File: config.mk
export PLATFORM = sky130hd
export DESIGN_NAME = reg_alu_sequencer
export DESIGN_NICKNAME = d
export VERILOG_FILES = /design/src/rtl/reg_alu_pkg.sv /design/src/rtl/alu_opc_decode.sv /design/src/rtl/reg_alu_sequencer.sv
export SDC_FILE = /design/constraint.sdc
export NUM_CORES = 1
export LEC_CHECK = 0
export CORE_ASPECT_RATIO = 0.6
export CORE_MARGIN = 5
export CORE_UTILIZATION = 40
export CTS_BUF_LIST = sky130_fd_sc_hd__clkbuf_8
export DETAILED_ROUTE_END_ITERATION = 12
export GPL_ROUTABILITY_DRIVEN = 0
export PLACE_DENSITY = 0.81
export SLEW_MARGIN = 20
export SYNTH_ARGS = -nofsm -noshare
export SYNTH_HDL_FRONTEND = slang
export SYNTH_SLANG_ARGS = --single-unit
export TNS_END_PERCENT = 1
File: constraint.sdc
create_clock -name clk -period 2 [get_ports clk]
set_input_delay 0.5 -clock clk [delete_from_list [all_inputs] [get_ports clk]]
set_output_delay 0.5 -clock clk [all_outputs]
set_load 0.01 [all_outputs]
File: src/rtl/reg_alu_pkg.sv
// Shared types and constants for the register-bank / ALU sequencer.
// Holds the FSM states, the short and full opcode encodings, and the 3->8 opcode map.
package reg_alu_pkg;

    localparam int unsigned ADDR_W_DEF = 4;
    localparam int unsigned DATA_W_DEF = 32;

    typedef enum logic [1:0] {
        ST_IDLE  = 2'd0,
        ST_READ  = 2'd1,
        ST_EXEC  = 2'd2,
        ST_WRITE = 2'd3
    } state_t;

    typedef enum logic [2:0] {
        OP_ADD = 3'd0,
        OP_SUB = 3'd1,
        OP_AND = 3'd2,
        OP_NOR = 3'd3,
        OP_SL  = 3'd4,
        OP_SRA = 3'd5,
        OP_SLT = 3'd6,
        OP_SGT = 3'd7
    } short_opc_t;

    localparam logic [7:0] ALU_ADD = 8'h02;
    localparam logic [7:0] ALU_SUB = 8'h03;
    localparam logic [7:0] ALU_AND = 8'h08;
    localparam logic [7:0] ALU_NOR = 8'h0A;
    localparam logic [7:0] ALU_SL  = 8'h14;
    localparam logic [7:0] ALU_SRA = 8'h11;
    localparam logic [7:0] ALU_SLT = 8'h18;
    localparam logic [7:0] ALU_SGT = 8'h19;

    function automatic logic [7:0] decode_opc(input logic [2:0] opc);
        logic [7:0] full;
        case (short_opc_t'(opc))
            OP_ADD:  full = ALU_ADD;
            OP_SUB:  full = ALU_SUB;
            OP_AND:  full = ALU_AND;
            OP_NOR:  full = ALU_NOR;
            OP_SL:   full = ALU_SL;
            OP_SRA:  full = ALU_SRA;
            OP_SLT:  full = ALU_SLT;
            OP_SGT:  full = ALU_SGT;
            default: full = ALU_ADD;
        endcase
        return full;
    endfunction

endpackage

File: src/rtl/alu_opc_decode.sv
// Combinational map from the 3-bit instruction opcode to the 8-bit ALU opcode.
// Shared with the board-level test top so both use one table.
module alu_opc_decode
    import reg_alu_pkg::*;
(
    input  logic [2:0] opc,
    output logic [7:0] alu_opc
);

    always_comb begin
        alu_opc = decode_opc(opc);
    end

endmodule

File: src/rtl/reg_alu_sequencer.sv
// Handshake-driven engine running rx <- ry op rz through READ, EXEC and WRITE
// against an external register bank and ALU.
module reg_alu_sequencer
    import reg_alu_pkg::*;
#(
    parameter int unsigned ADDR_W = ADDR_W_DEF,
    parameter int unsigned DATA_W = DATA_W_DEF
)
(
    input  logic              clk,
    input  logic              rst_n,
    input  logic              in_valid,
    output logic              in_ready,
    input  logic [ADDR_W-1:0] in_rx,
    input  logic [ADDR_W-1:0] in_ry,
    input  logic [ADDR_W-1:0] in_rz,
    input  logic [2:0]        in_opc,
    output logic [ADDR_W-1:0] rb_rd_addr1,
    output logic [ADDR_W-1:0] rb_rd_addr2,
    input  logic [DATA_W-1:0] rb_rd_data1,
    input  logic [DATA_W-1:0] rb_rd_data2,
    output logic              rb_wr_en,
    output logic [ADDR_W-1:0] rb_wr_addr,
    output logic [DATA_W-1:0] rb_wr_data,
    output logic [7:0]        alu_opc,
    output logic [DATA_W-1:0] alu_a,
    output logic [DATA_W-1:0] alu_b,
    input  logic [DATA_W-1:0] alu_result,
    output logic              done,
    output logic [DATA_W-1:0] result,
    output logic              busy,
    output logic [15:0]       instr_count
);

    state_t            state;
    logic [ADDR_W-1:0] rx_q;
    logic [2:0]        opc_q;
    logic [DATA_W-1:0] a_q;
    logic [DATA_W-1:0] b_q;
    logic [DATA_W-1:0] r_q;
    logic              wr_en_q;
    logic [7:0]        opc_dec;
    logic              accept;

    alu_opc_decode u_dec (
        .opc     (opc_q),
        .alu_opc (opc_dec)
    );

    assign accept     = in_valid && in_ready;
    assign alu_a      = a_q;
    assign alu_b      = b_q;
    assign rb_wr_data = r_q;
    // Reset asserted during WRITE must stop the bank committing on that same edge.
    assign rb_wr_en   = wr_en_q & rst_n;

    always_ff @(posedge clk) begin
        if (!rst_n) begin
            state       <= ST_IDLE;
            in_ready    <= 1'b1;
            busy        <= 1'b0;
            done        <= 1'b0;
            wr_en_q     <= 1'b0;
            result      <= '0;
            instr_count <= '0;
            a_q         <= '0;
            b_q         <= '0;
            r_q         <= '0;
            rx_q        <= '0;
            opc_q       <= '0;
            rb_rd_addr1 <= '0;
            rb_rd_addr2 <= '0;
            rb_wr_addr  <= '0;
            alu_opc     <= ALU_ADD;
        end else begin
            done    <= 1'b0;
            wr_en_q <= 1'b0;
            case (state)
                ST_IDLE, ST_WRITE: begin
                    if (accept) begin
                        rx_q        <= in_rx;
                        opc_q       <= in_opc;
                        rb_rd_addr1 <= in_ry;
                        rb_rd_addr2 <= in_rz;
                        in_ready    <= 1'b0;
                        busy        <= 1'b1;
                        state       <= ST_READ;
                    end else begin
                        in_ready    <= 1'b1;
                        busy        <= 1'b0;
                        state       <= ST_IDLE;
                    end
                end
                ST_READ: begin
                    a_q     <= rb_rd_data1;
                    b_q     <= rb_rd_data2;
                    alu_opc <= opc_dec;
                    state   <= ST_EXEC;
                end
                ST_EXEC: begin
                    // R, the write port and the completion outputs all load here so they are valid throughout WRITE.
                    r_q         <= alu_result;
                    result      <= alu_result;
                    rb_wr_addr  <= rx_q;
                    wr_en_q     <= 1'b1;
                    done        <= 1'b1;
                    instr_count <= instr_count + 16'd1;
                    in_ready    <= 1'b1;
                    state       <= ST_WRITE;
                end
                default: state <= ST_IDLE;
            endcase
        end
    end

endmodule
# Word-level counts from Yosys, hierarchy flattened
# Memory sizes are Yosys's and may differ from the RTL's. A register that Yosys moved wholly into a read port is not among the register bits.
# Index checks and enable logic that the tools add are counted.
[op_classes]
addsub = 1
eq_ne = 3
n_mux = 6
bitwise = 1
reduce_logical = 6
[op_table]
columns = ["cell", "n"]
rows = [
  ["adder 16 x 1 -> 16 bit (second input constant)", 1],
  ["case mux 2 bit (3 select lines)", 1],
  ["== test 2 bit (second input constant)", 2],
  ["2-to-1 mux 1 bit", 4],
  ["== test 2 x 1 -> 1 bit (second input constant)", 1],
  ["zero test 2 bit", 1],
  ["case mux 1 bit (2 select lines)", 1],
  ["AND reduction 2 bit", 1],
  ["nonzero test 2 bit", 1],
  ["OR reduction 2 bit", 1],
  ["bitwise AND 1 bit", 1],
  ["logical AND 1 bit", 1],
  ["zero test 1 bit", 1],
]
[totals]
ff_bits = 144
rom_bits = 40
input_bits = 114
out_inout_bits = 168
word_cells = 32
n_memories = 1
[mem_list]
columns = ["name", "depth", "word_bits", "read_ports", "rd_ports_with_merged_regs", "wr", "line", "text"]
rows = [
  ["(no name shown)", 8, 5, 1, 1, 0, "reg_alu_pkg.sv:37", "case (short_opc_t'(opc))"],
]

# Longest topological paths before layout
# Gate-level depths: netlist of the first run.
[depth]
word_depth = 3
depth_mapped = 7
depth_no_buf = 5

# By module
# From an unflattened synthesis of the first run, not the netlist that was laid out.
[hier_totals]
cells_unflattened = 556
hier_area_um2 = 5860.6
[by_module_without_submodules]
columns = ["mod", "n_inst", "cells_each", "area_per_inst_um2", "seq_area_each_um2"]
rows = [
  ["reg_alu_sequencer", 1, 545, 5796.8, 2882.8],
  ["alu_opc_decode", 1, 11, 63.8, 0.0],
]

# Least setup slack after synthesis of the first run
# OpenSTA, ideal clock, no wires.
[synth_path]
path_type = "reg2reg"
startpoint = "reg instr_count[0]"
endpoint = "reg instr_count[10]"
setup_ns = 0.070
arrival_ns = 1.414
required_time_ns = 1.930
setup_slack_ns = 0.515
path_stages_with_launch = 5
period_less_slack_ns = 1.485
path_cell_list = "dfxtp_1 > ha_1 > nand4_1 > or4_1 > a21oi_1"
[synth_via]
elab_chain_cells = 1
[synth_lines]
columns = ["element", "line", "text"]
rows = [
  ["start: declaration", "reg_alu_sequencer.sv:32", "output logic [15:0] instr_count"],
  ["start signal: assignment", "reg_alu_sequencer.sv:107", "instr_count <= instr_count + 16'd1;"],
  ["adder 16 x 1 -> 16 bit", "reg_alu_sequencer.sv:107", ""],
]
# Every way passes these cells.
# A chain may end at the register's enable or synchronous reset.

# Worst setup path after layout of the first run
[layout_path]
startpoint = "reg instr_count[3]"
endpoint = "out instr_count[3]"
# No word-level cell between the ends.

==> results.md, run 1 <==
| Step | Metric | This run |
|---|---|---|
| run status | Result of the run | finished clean |
| clocking | Post-CTS setup repair buffer count | 0 |
| critical path | Buffers & Inverters on Critical Path | 1 |
| die | Total Die Area | 0.01601 sq mm |
| critical path | Destination of the critical timing path | instr_count[3] |
| power | Design Power | 7.451 mW |
| critical path | Startpoint type of the worst setup path | flip-flop |
| critical path | Slowest cell delay on critical path | 600 ps |
| clocking | Clock latency on the worst-skew pair | 420 ps |
| route | Total wire length | 16.47 mm |
| synth | Summed instance area of the synthesized netlist | 0.005405 sq mm |
| placement | Count of input and output buffers | 278 |
| global routing | Antenna violations before repair | 0 |
| synth | Number of warning messages in the yosys log | 0 |
| sta | Clk_skew | 12.98 ps |
| cells and area | Share of layout cells above drive strength 1 | 6.436% |
| global routing | Largest net degree at the start of global routing | 69 |
| cells and area | Count of nets after finishing | 913 |
| critical path | Endpoint kind of the worst setup timing path | output pin |
| placement | Placed inst area | 0.008168 sq mm |
| sta | Final-layout setup total negative slack | 0 ps |
| global routing | Total global-route track usage | 20.09% |
| placement | Final HPWL from detailed placement | 12.34 mm |
| sta | Final Hold Vio Count | 0 |
| sta | Count of final max-slew check failures | 0 |
| clocking | CTS root buffer | sky130_fd_sc_hd__clkbuf_8 |
| clocking | CTS H-tree lvls | 4 |
| power | Max rail drop VDD | 0.4005 mV |
| critical path | Setup slack of the most critical reg-to-reg path | 310 ps |
| critical path | Crit path max-delay cell type | sky130_fd_sc_hd__clkdlybuf4s50_1 |
| critical path | Critical path required time | 1500 ps |
| clocking | Clock Path Buffers | 2 |
| cells and area | Finished layout cell area | 0.008601 sq mm |
| route | Vias per inst | 4.846 |
| die | Die Height | 100.0 um |
| cells and area | Most frequent cells in the layout | sky130_fd_sc_hd__clkdlybuf4s50_1, sky130_fd_sc_hd__dfxtp_1, sky130_fd_sc_hd__nor2_1 |
| critical path | Cell family with the largest share of critical-path delay | buffers and inverters |
| route | DR iter-0 viols | 194 |
| power | Power density normalized to cell area | 866.4 mW/mm^2 |
| synth | Portion of the post-synthesis area used by sequential elements | 52.22% |
| clocking | Clock sink total | 141 |
| route | Number of iterations in the first detailed-routing pass | 6 |
| cells and area | Combined flip-flop and latch cell area | 0.002829 sq mm |
| die | Core region area | 0.01305 sq mm |
| critical path | Worst setup path startpoint | instr_count[3] |
| clocking | Number of buffers added by the clock tree synthesis step | 17 |
| sta | Setup repair after global routing missed its margin | no |
| global routing | Vias in the first global route | 5083 |
| critical path | Worst r2r path cells | 5 |
| sta | Post-route minimum period | 1950 ps |
| synth | Proportion of netlist area held by the largest area contributor | 52.22% |
| cells and area | Leading cell type in the layout, fill and taps excluded | sky130_fd_sc_hd__clkdlybuf4s50_1 |
| critical path | Data arrival at the endpoint of the critical path | 1450 ps |
| cells and area | Area overhead of the layout relative to synthesis | 59.12% |
| synth | Cell types with the largest area share after synthesis | sky130_fd_sc_hd__dfxtp_1, sky130_fd_sc_hd__mux2i_1, sky130_fd_sc_hd__nor2_1 |
| route | Final ANT Viol Nets | 0 |
| synth | FF+latch count, synth | 141 |
| die | Std cell rows | 32 |
| route | Residual DRC count | 0 |
| cells and area | Final cell count without fillers | 978 |
| power | Leak Pwr | 3.133 nW |
| die | Number of ports placed on the die boundary | 282 |
| sta | Number of setup violations in the final report | 0 |
| synth | Mapped Cells | 553 |
| die | Initial core utilization | 41.41% |
| synth | Mean Syn Cell Area | 9.774 sq um |
| die | Chip Width | 160.1 um |
| critical path | Cell count along the critical path | 1 |
| global routing | Total grt overflow | 0 |
| clocking | TritonCTS clock tree | done |
| clocking | Post-CTS clock slew at the launch and capture registers of the worst setup and hold paths | 80 ps |
| route | Via count | 4739 |
| sta | Final cycle utilization of the critical path | 97.49% |
| critical path | Critical R2R Launch | state[0] |
| synth | Most area-hungry cell type in the Yosys netlist | sky130_fd_sc_hd__dfxtp_1 |
| cells and area | Antenna cells | 0 |
| critical path | Worst-path maximum fanout | 5 |
| sta | Fmax achieved | 512.9 MHz |
| hold path | Min-delay worst type | flip-flop to flip-flop |
| route | Routed wire length per instance | 16.84 um |
| global routing | Wire length of the first global-routing pass | 26.22 mm |
| cells and area | Combined area of the multi-input logic cells | 0.002177 sq mm |
| clocking | Cts hold-fix bufs | 0 |
| critical path | Terminus of the critical flop-to-flop path | instr_count[10] |
| critical path | Critical path start-end classification | flip-flop to output pin |
| critical path | Critical Path, Cell by Cell | clkdlybuf4s50_1 |
| sta | Hold_ws | 457.1 ps |
| synth | Number of distinct standard cells referenced by the synthesized netlist | 31 |
| cells and area | Fill cell count | 1008 |
| run | Count of max-cap constraint violations | 0 |
| placement | Cell count after placement | 947 |
cells in the mapped netlist, drive strengths merged:
master	number
nor3	1
or3	2
xor2	3
conb	1
nor2b	2
nand2	43
nand3	4
mux2i	107
and3	1
inv	7
o31ai	4
buf	48
a22o	2
o21a	1
dfxtp	141
a21oi	23
o211ai	1
o32ai	1
or4	4
o21ai	4
nor4	5
and2	2
nor2	109
nand2b	7
ha	3
xnor2	1
clkbuf	19
nand4	7
worst min path at each step:
| stage | startpoint | to | slack, ps | cells past startpoint |
|---|---|---|---|---|
| 3_5_place_dp | rb_rd_addr1[1] | rb_rd_addr1[1] | 450 | 2 |
| 6_report | rb_rd_addr1[1] | rb_rd_addr1[1] | 460 | 2 |
| 5_1_grt | rx_q[1] | rx_q[1] | 480 | 2 |
| 3_3_place_gp | rb_rd_addr2[3] | rb_rd_addr2[3] | 440 | 2 |
| 2_1_floorplan | rx_q[0] | rx_q[0] | 440 | 2 |
| 4_1_cts | rb_rd_addr1[1] | rb_rd_addr1[1] | 460 | 2 |
flip-flops by register name, summed over array words and instances, names as in the netlist:
| signal | count |
|---|---|
| alu_a | 32 |
| alu_b | 32 |
| rb_wr_data | 32 |
| instr_count | 16 |
| alu_opc | 5 |
| rb_rd_addr1 | 4 |
| rb_rd_addr2 | 4 |
| rb_wr_addr | 4 |
| rx_q | 4 |
| opc_q | 3 |
| state | 2 |
| busy | 1 |
| in_ready | 1 |
| wr_en_q | 1 |
area by class of cell:
cell class / instances / share of cell area (%)
timing repair buffer: 289 / 34.08
sequential: 141 / 32.89
multi-input combinational: 340 / 25.31
inverter: 7 / 0.3200
clock buffer: 19 / 3.040
tap: 170 / 2.473
clock inverter: 12 / 1.877
timing repair:
item,4_1_cts,5_1_grt
endpoints found under the setup margin,1,7
gates resized for setup,1,7
hold endpoints to repair,0,0
cells by family (layout without fill, tap and decap cells):
family                   Yosys count  after routing  synth area share (%)
AO/OA/AOI/OAI                     36             36                 3.820
XOR/XNOR                           4              4                0.6483
adder cells (fa/ha/maj)            3              3                0.6945
buffers and inverters             74            327                 7.917
flip-flops                       141            141                 52.22
multiplexers                     107            107                 19.81
other                              1              3               0.06938
AND/OR/NAND/NOR                  187            187                 14.81
where the power goes:
group,internal [mW],leakage [nW],switching [mW],total [mW]
logic,1.04,1.78,0.778,1.81
clock network,1.31,0.205,1.11,2.42
registers,3.05,1.15,0.165,3.22
total,5.39,3.13,2.06,7.45
layer usage:
layer  part of all wire [%]  vias to the layer above  GRT usage [%]
met5                      0                        -              0
met4                    1.3                        0          6.477
met3                    8.1                       15          7.099
met2                     50                      189          36.29
met1                     40                     2250          22.38
li1                       -                     2285              -
per-stage QoR:
stage                     utilization [%]  setup WS (ps)
after floorplan                         -          515.4
after global placement              62.58         -223.1
after detailed placement            62.58         -209.7
after CTS                           65.81          18.24
after global routing                65.89          1.837
final                               65.89          50.24
No activity file was read; power rests on OpenSTA's default activity.
==> run 2, diff against run 1 <==
CORE_MARGIN = not set   (was 5)
==> results.md, run 2 (synthesis gave the netlist of run 1 again) <==
| Step | Metric | This run |
|---|---|---|
| cells and area | Final core utilization | 66.40% |
| critical path | Data arrival at the endpoint of the critical path | 1420 ps |
| critical path | Buffers & Inverters on Critical Path | 1 |
| sta | Number of setup violations in the final report | 0 |
| critical path | Critical path start-end classification | flip-flop to output pin |
| run status | Result of the run | finished with violations |
| route | Routed wire length per instance | 15.24 um |
| cells and area | Share of layout cells above drive strength 1 | 6.931% |
| critical path | Crit path max-delay cell type | sky130_fd_sc_hd__clkdlybuf4s50_1 |
| route | Final ANT Viol Nets | 0 |
| global routing | Wire length of the first global-routing pass | 23.94 mm |
| die | Die Height | 92.05 um |
| route | Via count | 4667 |
| critical path | Slowest cell delay on critical path | 590 ps |
| global routing | Largest net degree at the start of global routing | 61 |
| die | Number of ports placed on the die boundary | 282 |
| sta | Final cycle utilization of the critical path | 95.90% |
| die | Std cell rows | 32 |
| power | Max rail drop VDD | 0.5767 mV |
| sta | Hold_ws | 459.4 ps |
| power | Power density normalized to cell area | 890.2 mW/mm^2 |
| route | Met2 wire length | 7.432 mm |
| run status | Violations in the final reports | DRC |
| clocking | Clock sink total | 141 |
| die | Total Die Area | 0.01400 sq mm |
| clocking | Clock Path Buffers | 2 |
| route | Vias per inst | 4.772 |
| cells and area | Fill cell count | 1022 |
| placement | Final HPWL from detailed placement | 11.09 mm |
| cells and area | Most frequent cells in the layout | sky130_fd_sc_hd__clkdlybuf4s50_1, sky130_fd_sc_hd__dfxtp_1, sky130_fd_sc_hd__nor2_1 |
| clocking | Number of buffers added by the clock tree synthesis step | 17 |
| die | Core region area | 0.01301 sq mm |
| route | Wire length the detailed router placed on met1 | 6.364 mm |
| global routing | Total grt overflow | 0 |
| die | Chip Width | 152.1 um |
| route | Number of iterations in the first detailed-routing pass | 9 |
| die | Initial core utilization | 41.54% |
| power | Leak Pwr | 3.133 nW |
| clocking | CTS root buffer | sky130_fd_sc_hd__clkbuf_8 |
| critical path | Critical Path, Cell by Cell | clkdlybuf4s50_1 |
| sta | Fmax achieved | 521.4 MHz |
| clocking | TritonCTS clock tree | done |
| placement | Count of input and output buffers | 278 |
| global routing | Total global-route track usage | 21.46% |
| clocking | Cts hold-fix bufs | 0 |
| cells and area | Final cell count without fillers | 978 |
| route | Residual DRC count | 30 |
| route | Highest Signal Layer | met4 |
| sta | Final Hold Vio Count | 0 |
| route | DR iter-0 viols | 189 |
| critical path | Critical path required time | 1500 ps |
| sta | Post-route minimum period | 1918 ps |
| global routing | Antenna violations before repair | 0 |
| clocking | CTS H-tree lvls | 4 |
| cells and area | Area overhead of the layout relative to synthesis | 59.86% |
| critical path | Worst-path maximum fanout | 5 |
| clocking | Clock latency on the worst-skew pair | 420 ps |
| route | Total wire length | 14.91 mm |
| run | Count of max-cap constraint violations | 0 |
| cells and area | Count of nets after finishing | 912 |
| critical path | Startpoint type of the worst setup path | flip-flop |
| global routing | Vias in the first global route | 4635 |
| route | Routed length on met3 | 953 um |
| cells and area | Leading cell type in the layout, fill and taps excluded | sky130_fd_sc_hd__clkdlybuf4s50_1 |
| critical path | Endpoint kind of the worst setup timing path | output pin |
| sta | Clk_skew | 14.14 ps |
| placement | Cell count after placement | 946 |
| critical path | Cell family with the largest share of critical-path delay | buffers and inverters |
| cells and area | Antenna cells | 0 |
| sta | Setup repair after global routing missed its margin | no |
| hold path | Min-delay worst type | flip-flop to flip-flop |
| sta | Count of final max-slew check failures | 0 |
| clocking | Post-CTS clock slew at the launch and capture registers of the worst setup and hold paths | 80 ps |
run 2: layout make-up:
class / instances / area [sq um] / area share (%)
multi-input cells: 340 / 2177 / 25.20
flip-flops and latches: 141 / 2835 / 32.81
repair buffers: 288 / 2919 / 33.78
well taps: 170 / 212.7 / 2.462
clock inverters: 15 / 234.0 / 2.708
inverters: 7 / 28.78 / 0.3330
clock buffers: 17 / 234.0 / 2.708
run 2: timing repair:
action                     CTS  global route
setup buffers                0             0
hold endpoints to repair     0             0
setup endpoints to repair    3             8
gates resized for setup      3             8
cloned                       0             0
run 2: path summary, 6_finish.rpt:
| path | from | endpoint | slack (ps) | depth (start not counted) |
|---|---|---|---|---|
| max reg2reg | instr_count[1] | instr_count[8] | 230 | 4 |
| max | in_ready | in_ready | 80 | 1 |
| min reg2reg | rb_rd_addr2[3] | rb_rd_addr2[3] | 460 | 2 |
| min | rb_rd_addr2[3] | rb_rd_addr2[3] | 460 | 2 |
run 2: per-layer routing:
layer | track usage [%] | up-vias
li1 | - | 2293
met1 | 25.90 | 2195
met2 | 37.04 | 168
met3 | 6.049 | 11
met4 | 6.973 | 0
met5 | 0 | -
run 2: report_power, final:
group	switching, mW	total (mW)	internal (mW)
sequential	0.164	3.22	3.05
combinational	0.765	1.80	1.04
clock	1.16	2.67	1.51
total	2.09	7.69	5.60
run 2: stage by stage:
stage | total power [mW] | worst slack, ps | instance area [sq um] | setup TNS, ps
3_5_place_dp | 5.091 | -105.1 | 8162 | -105.1
4_1_cts | 7.775 | 8.945 | 8631 | 0
2_1_floorplan | 4.170 | 515.4 | 5413 | 0
6_report | 7.692 | 81.94 | 8641 | 0
5_1_grt | 8.056 | 1.893 | 8641 | 0
3_3_place_gp | 5.033 | -130.7 | 8162 | -130.7
==> variant 1 (flow settings as in run 2) <==
`DATA_W_DEF`: 32 -> 36.
--- a/src/rtl/reg_alu_pkg.sv
+++ b/src/rtl/reg_alu_pkg.sv
@@ -3,7 +3,7 @@
 package reg_alu_pkg;
 
     localparam int unsigned ADDR_W_DEF = 4;
-    localparam int unsigned DATA_W_DEF = 32;
+    localparam int unsigned DATA_W_DEF = 36;
 
     typedef enum logic [1:0] {
         ST_IDLE  = 2'd0,
Interface: changed (7 resized); port bits go from 282 to 310. The function was not compared with the original's and may differ.
==> variant 1 against run 2 <==
  * Sequential share of layout area shrank 0.91 points
  * Global-route usage fell by 1.5 points
  * Register-to-register slack improved by 150 ps
  * Via count increased by 3.5%
  * Total power up 3.3%
  * Combinational power grew 11%
  * Worst setup slack worse by 13 ps
  * Fmax shrank 0.70%
  * Clock power decreased by 8.2%
  * Sequential power grew 8.4%
  * Routed wire length up 11%
  * Synthesized area rose by 15%
  * Design area rose by 12%
  * Sequential cell count grew 12
  * Largest power group unchanged
==> variant 1: results (changes against run 2) <==
* Net Sw Frac at 0.280 (was 0.272)
* Sequential power at 3.49 mW (was 3.22 mW)
* WL/cell at 15.5 um (was 15.2 um)
* DRT iter0 DRCs at 168 (was 189)
* Pwr/cell area at 824 nW/um^2 (was 890 nW/um^2)
* Fin nets at 982 (was 912)
* Complex-gate fraction of the synthesized area at 0.0325 (was 0.0382)
* CP Max Fanout at 2 (was 5)
* Worst VDD drop at 0.560 mV (was 0.577 mV)
* Outcome: completed (was complete, but fails checks)
* Met1 Routed Length at 7.12 mm (was 6.36 mm)
* DIE WIDTH at 163 um (was 152 um)
* All-Layer GR Usage at 0.200 (was 0.215)
* M1 GR Usage at 0.243 (was 0.259)
* Non-clk bufs at 314 (was 288)
* Synth area leaders: dfxtp_1 (49%), mux2i_1 (19%), nor2b_1 (12%) (was dfxtp_1 (52%), mux2i_1 (20%), nor2_1 (7.6%))
* Finished Layout Cells at 1,064 (was 978)
* Sequential share of the synthesized area at 0.494 (was 0.522)
* Combinational cell power at 2.00 mW (was 1.80 mW)
* Mux share of post-synthesis cell area at 0.186 (was 0.198)
* CTS resizes at 6 (was 3)
* Synth Area per Inst at 10.5 sq um (was 9.77 sq um)
* DRC violations left at 0 (was 30)
* Inverter count at 6 (was 7)
* Grt met2 use at 0.319 (was 0.370)
## variant 1: changes by cell type in the layout (fill, tap and decap cells not counted), moves of 5 or more
cell	before	now
xor2_1	3	8
a21oi_1	23	0
nor2b_1	2	117
dfxtp_1	131	143
nor2_1	109	2
a21boi_0	0	18
mux2i_1	107	115
and2_1	2	15
clkdlybuf4s50_1	277	305
## variant 1: final timing paths
check             cells after the start                     endpoint                        start  slack (ps)
setup reg to reg                      6  instr_count[5]$_SDFFE_PN0P_          state[0]$_SDFF_PN0_         380
hold reg to reg                       2  rb_rd_addr2[1]$_SDFFE_PN0P_  rb_rd_addr2[1]$_SDFFE_PN0P_         470
setup / recovery                      2                     rb_wr_en           wr_en_q$_SDFF_PN0_          70
hold / removal                        2  rb_rd_addr2[1]$_SDFFE_PN0P_  rb_rd_addr2[1]$_SDFFE_PN0P_         470
## variant 1: worst max-delay path: stages (launching register included)
cell	delay, ps
dfxtp_1	330
and2_1	130
clkdlybuf4s50_1	570
==> variant 2 (settings of run 2) <==
Made on the original files. Register the output `instr_count` once more; this adds one clock of latency there. The other outputs are not delayed to match.
--- a/src/rtl/reg_alu_sequencer.sv
+++ b/src/rtl/reg_alu_sequencer.sv
@@ -32,6 +32,8 @@
     output logic [15:0]       instr_count
 );
 
+    logic [15:0] instr_count_s0;
+
     state_t            state;
     logic [ADDR_W-1:0] rx_q;
     logic [2:0]        opc_q;
@@ -62,7 +64,7 @@
             done        <= 1'b0;
             wr_en_q     <= 1'b0;
             result      <= '0;
-            instr_count <= '0;
+            instr_count_s0 <= '0;
             a_q         <= '0;
             b_q         <= '0;
             r_q         <= '0;
@@ -104,7 +106,7 @@
                     rb_wr_addr  <= rx_q;
                     wr_en_q     <= 1'b1;
                     done        <= 1'b1;
-                    instr_count <= instr_count + 16'd1;
+                    instr_count_s0 <= instr_count_s0 + 16'd1;
                     in_ready    <= 1'b1;
                     state       <= ST_WRITE;
                 end
@@ -113,4 +115,8 @@
         end
     end
 
+    always_ff @(posedge clk) begin
+        instr_count <= instr_count_s0;
+    end
+
 endmodule
Formal check against the unedited RTL: not equivalent (Yosys sat finds a counterexample within 4 cycles, from zero or initial values and one cycle with rst_n low).
==> variant 2 against run 2 <==
  * First-iteration DRC count increased by 32%
  * Sequential cell count increased by 16
  * Design area increased by 2.1%
  * Core utilization decreased by 2.2 points
  * Sequential power increased by 9.6%
  * Count of clock-buffer cells in the layout increased by 3
  * Highest routed layer unchanged
  * Fmax increased by 1.0%
  * Sequential share of layout area increased by 2.8 points
  * Routed wire length increased by 2.7%
  * Largest power group unchanged
  * Final cell count increased by 3.5%
  * Synthesized area increased by 5.1%
  * Total power decreased by 1.4%
  * Worst setup slack improved by 20 ps
==> variant 2: results (changes against run 2) <==
* Buffering overhead at 0.328 (was 0.338)
* Synth Area in XOR/XNOR at 0.0139 (was 0.00648)
* GRT met3 Usage at 0.0803 (was 0.0605)
* Worst Hold Slack at 375 ps (was 459 ps)
* Max Clock Skew at 12.7 ps (was 14.1 ps)
* R2R setup slack at 300 ps (was 230 ps)
* Flops & latches, synth at 157 (was 141)
* Register Area at 3140 sq um (was 2840 sq um)
* Outcome: completed (was complete, but fails checks)
* Vias post-DR at 4,680 (was 4,667)
* Via/cell ratio at 4.62 (was 4.77)
* Met2 wire len at 7.57 mm (was 7.43 mm)
* Fraction of layout cells with a size suffix above 1 at 0.0561 (was 0.0693)
* Worst reg2reg endpoint: instr_count_s0[5]$_SDFFE_PN0P_ (was instr_count[8]$_SDFFE_PN0P_)
* Post-synthesis cell count at 565 (was 553)
* All-Layer GR Usage at 0.201 (was 0.215)
* Routed wl met3 at 1.37 mm (was 953 um)
* Share of power burned in registers at 0.466 (was 0.418)
* Net Sw Frac at 0.278 (was 0.272)
* First-pass iteration count of the detailed router at 6 (was 9)
* Synth area leaders: dfxtp_1 (55%), mux2i_1 (18%), nor2_1 (7.5%) (was dfxtp_1 (52%), mux2i_1 (20%), nor2_1 (7.6%))
* Mux share of post-synthesis cell area at 0.183 (was 0.198)
* Sequential share of the synthesized area at 0.553 (was 0.522)
* Wire length of the first global-routing pass at 23.1 mm (was 23.9 mm)
* Post-synthesis adder-cell area fraction at 0.00661 (was 0.00694)
* Detailed placement HPWL at 11.1 mm (about the same)
* Filler cells at 1,070 (was 1,022)
* Worst VDD drop at 0.548 mV (was 0.577 mV)
* Final clock-cell share at 0.0440 (was 0.0542)
* LEAKAGE at 3.22 nW (was 3.13 nW)
* Launch point of the worst hold path: instr_count_s0[15]$_SDFFE_PN0P_ (was rb_rd_addr2[3]$_SDFFE_PN0P_)
* WHS Endpoint: instr_count[15]$_DFF_P_ (was rb_rd_addr2[3]$_SDFFE_PN0P_)
* Fin nets at 924 (was 912)
* CLK BUF at 20 (was 17)
* Number of global-route vias before repair at 4,531 (was 4,635)
* Complex-gate fraction of the synthesized area at 0.0295 (was 0.0382)
* DRT iter0 DRCs at 250 (was 189)
* Dpl cells at 980 (was 946)
* WL/cell at 15.1 um (was 15.2 um)
[variant 2: timing repair]
| item | CTS | global route |
|---|---|---|
| hold buffers | 0 | 0 |
| gates resized for setup | 1 | 0 |
| endpoints found under the setup margin | 1 | 0 |
[variant 2: through the flow]
step,cell area [sq um],setup WS [ps],util,power (mW)
global route,8820,2.74,0.642,7.97
detailed placement,8440,-114,0.614,5.39
CTS,8820,65.0,0.642,7.66
global placement,8440,-128,0.614,5.33
floorplan,5690,615,-,4.49
finish,8820,102,0.642,7.59
[variant 2: worst max path at each step]
stage / startpoint / end / cells after the start
2_1_floorplan: state[0]$_SDFF_PN0_ / instr_count_s0[15]$_SDFFE_PN0P_ / 6
3_3_place_gp: rst_n / rb_wr_en / 3
3_5_place_dp: rst_n / rb_wr_en / 3
4_1_cts: in_ready$_SDFFE_PN1P_ / in_ready / 1
5_1_grt: in_ready$_SDFFE_PN1P_ / in_ready / 1
6_report: in_ready$_SDFFE_PN1P_ / in_ready / 1
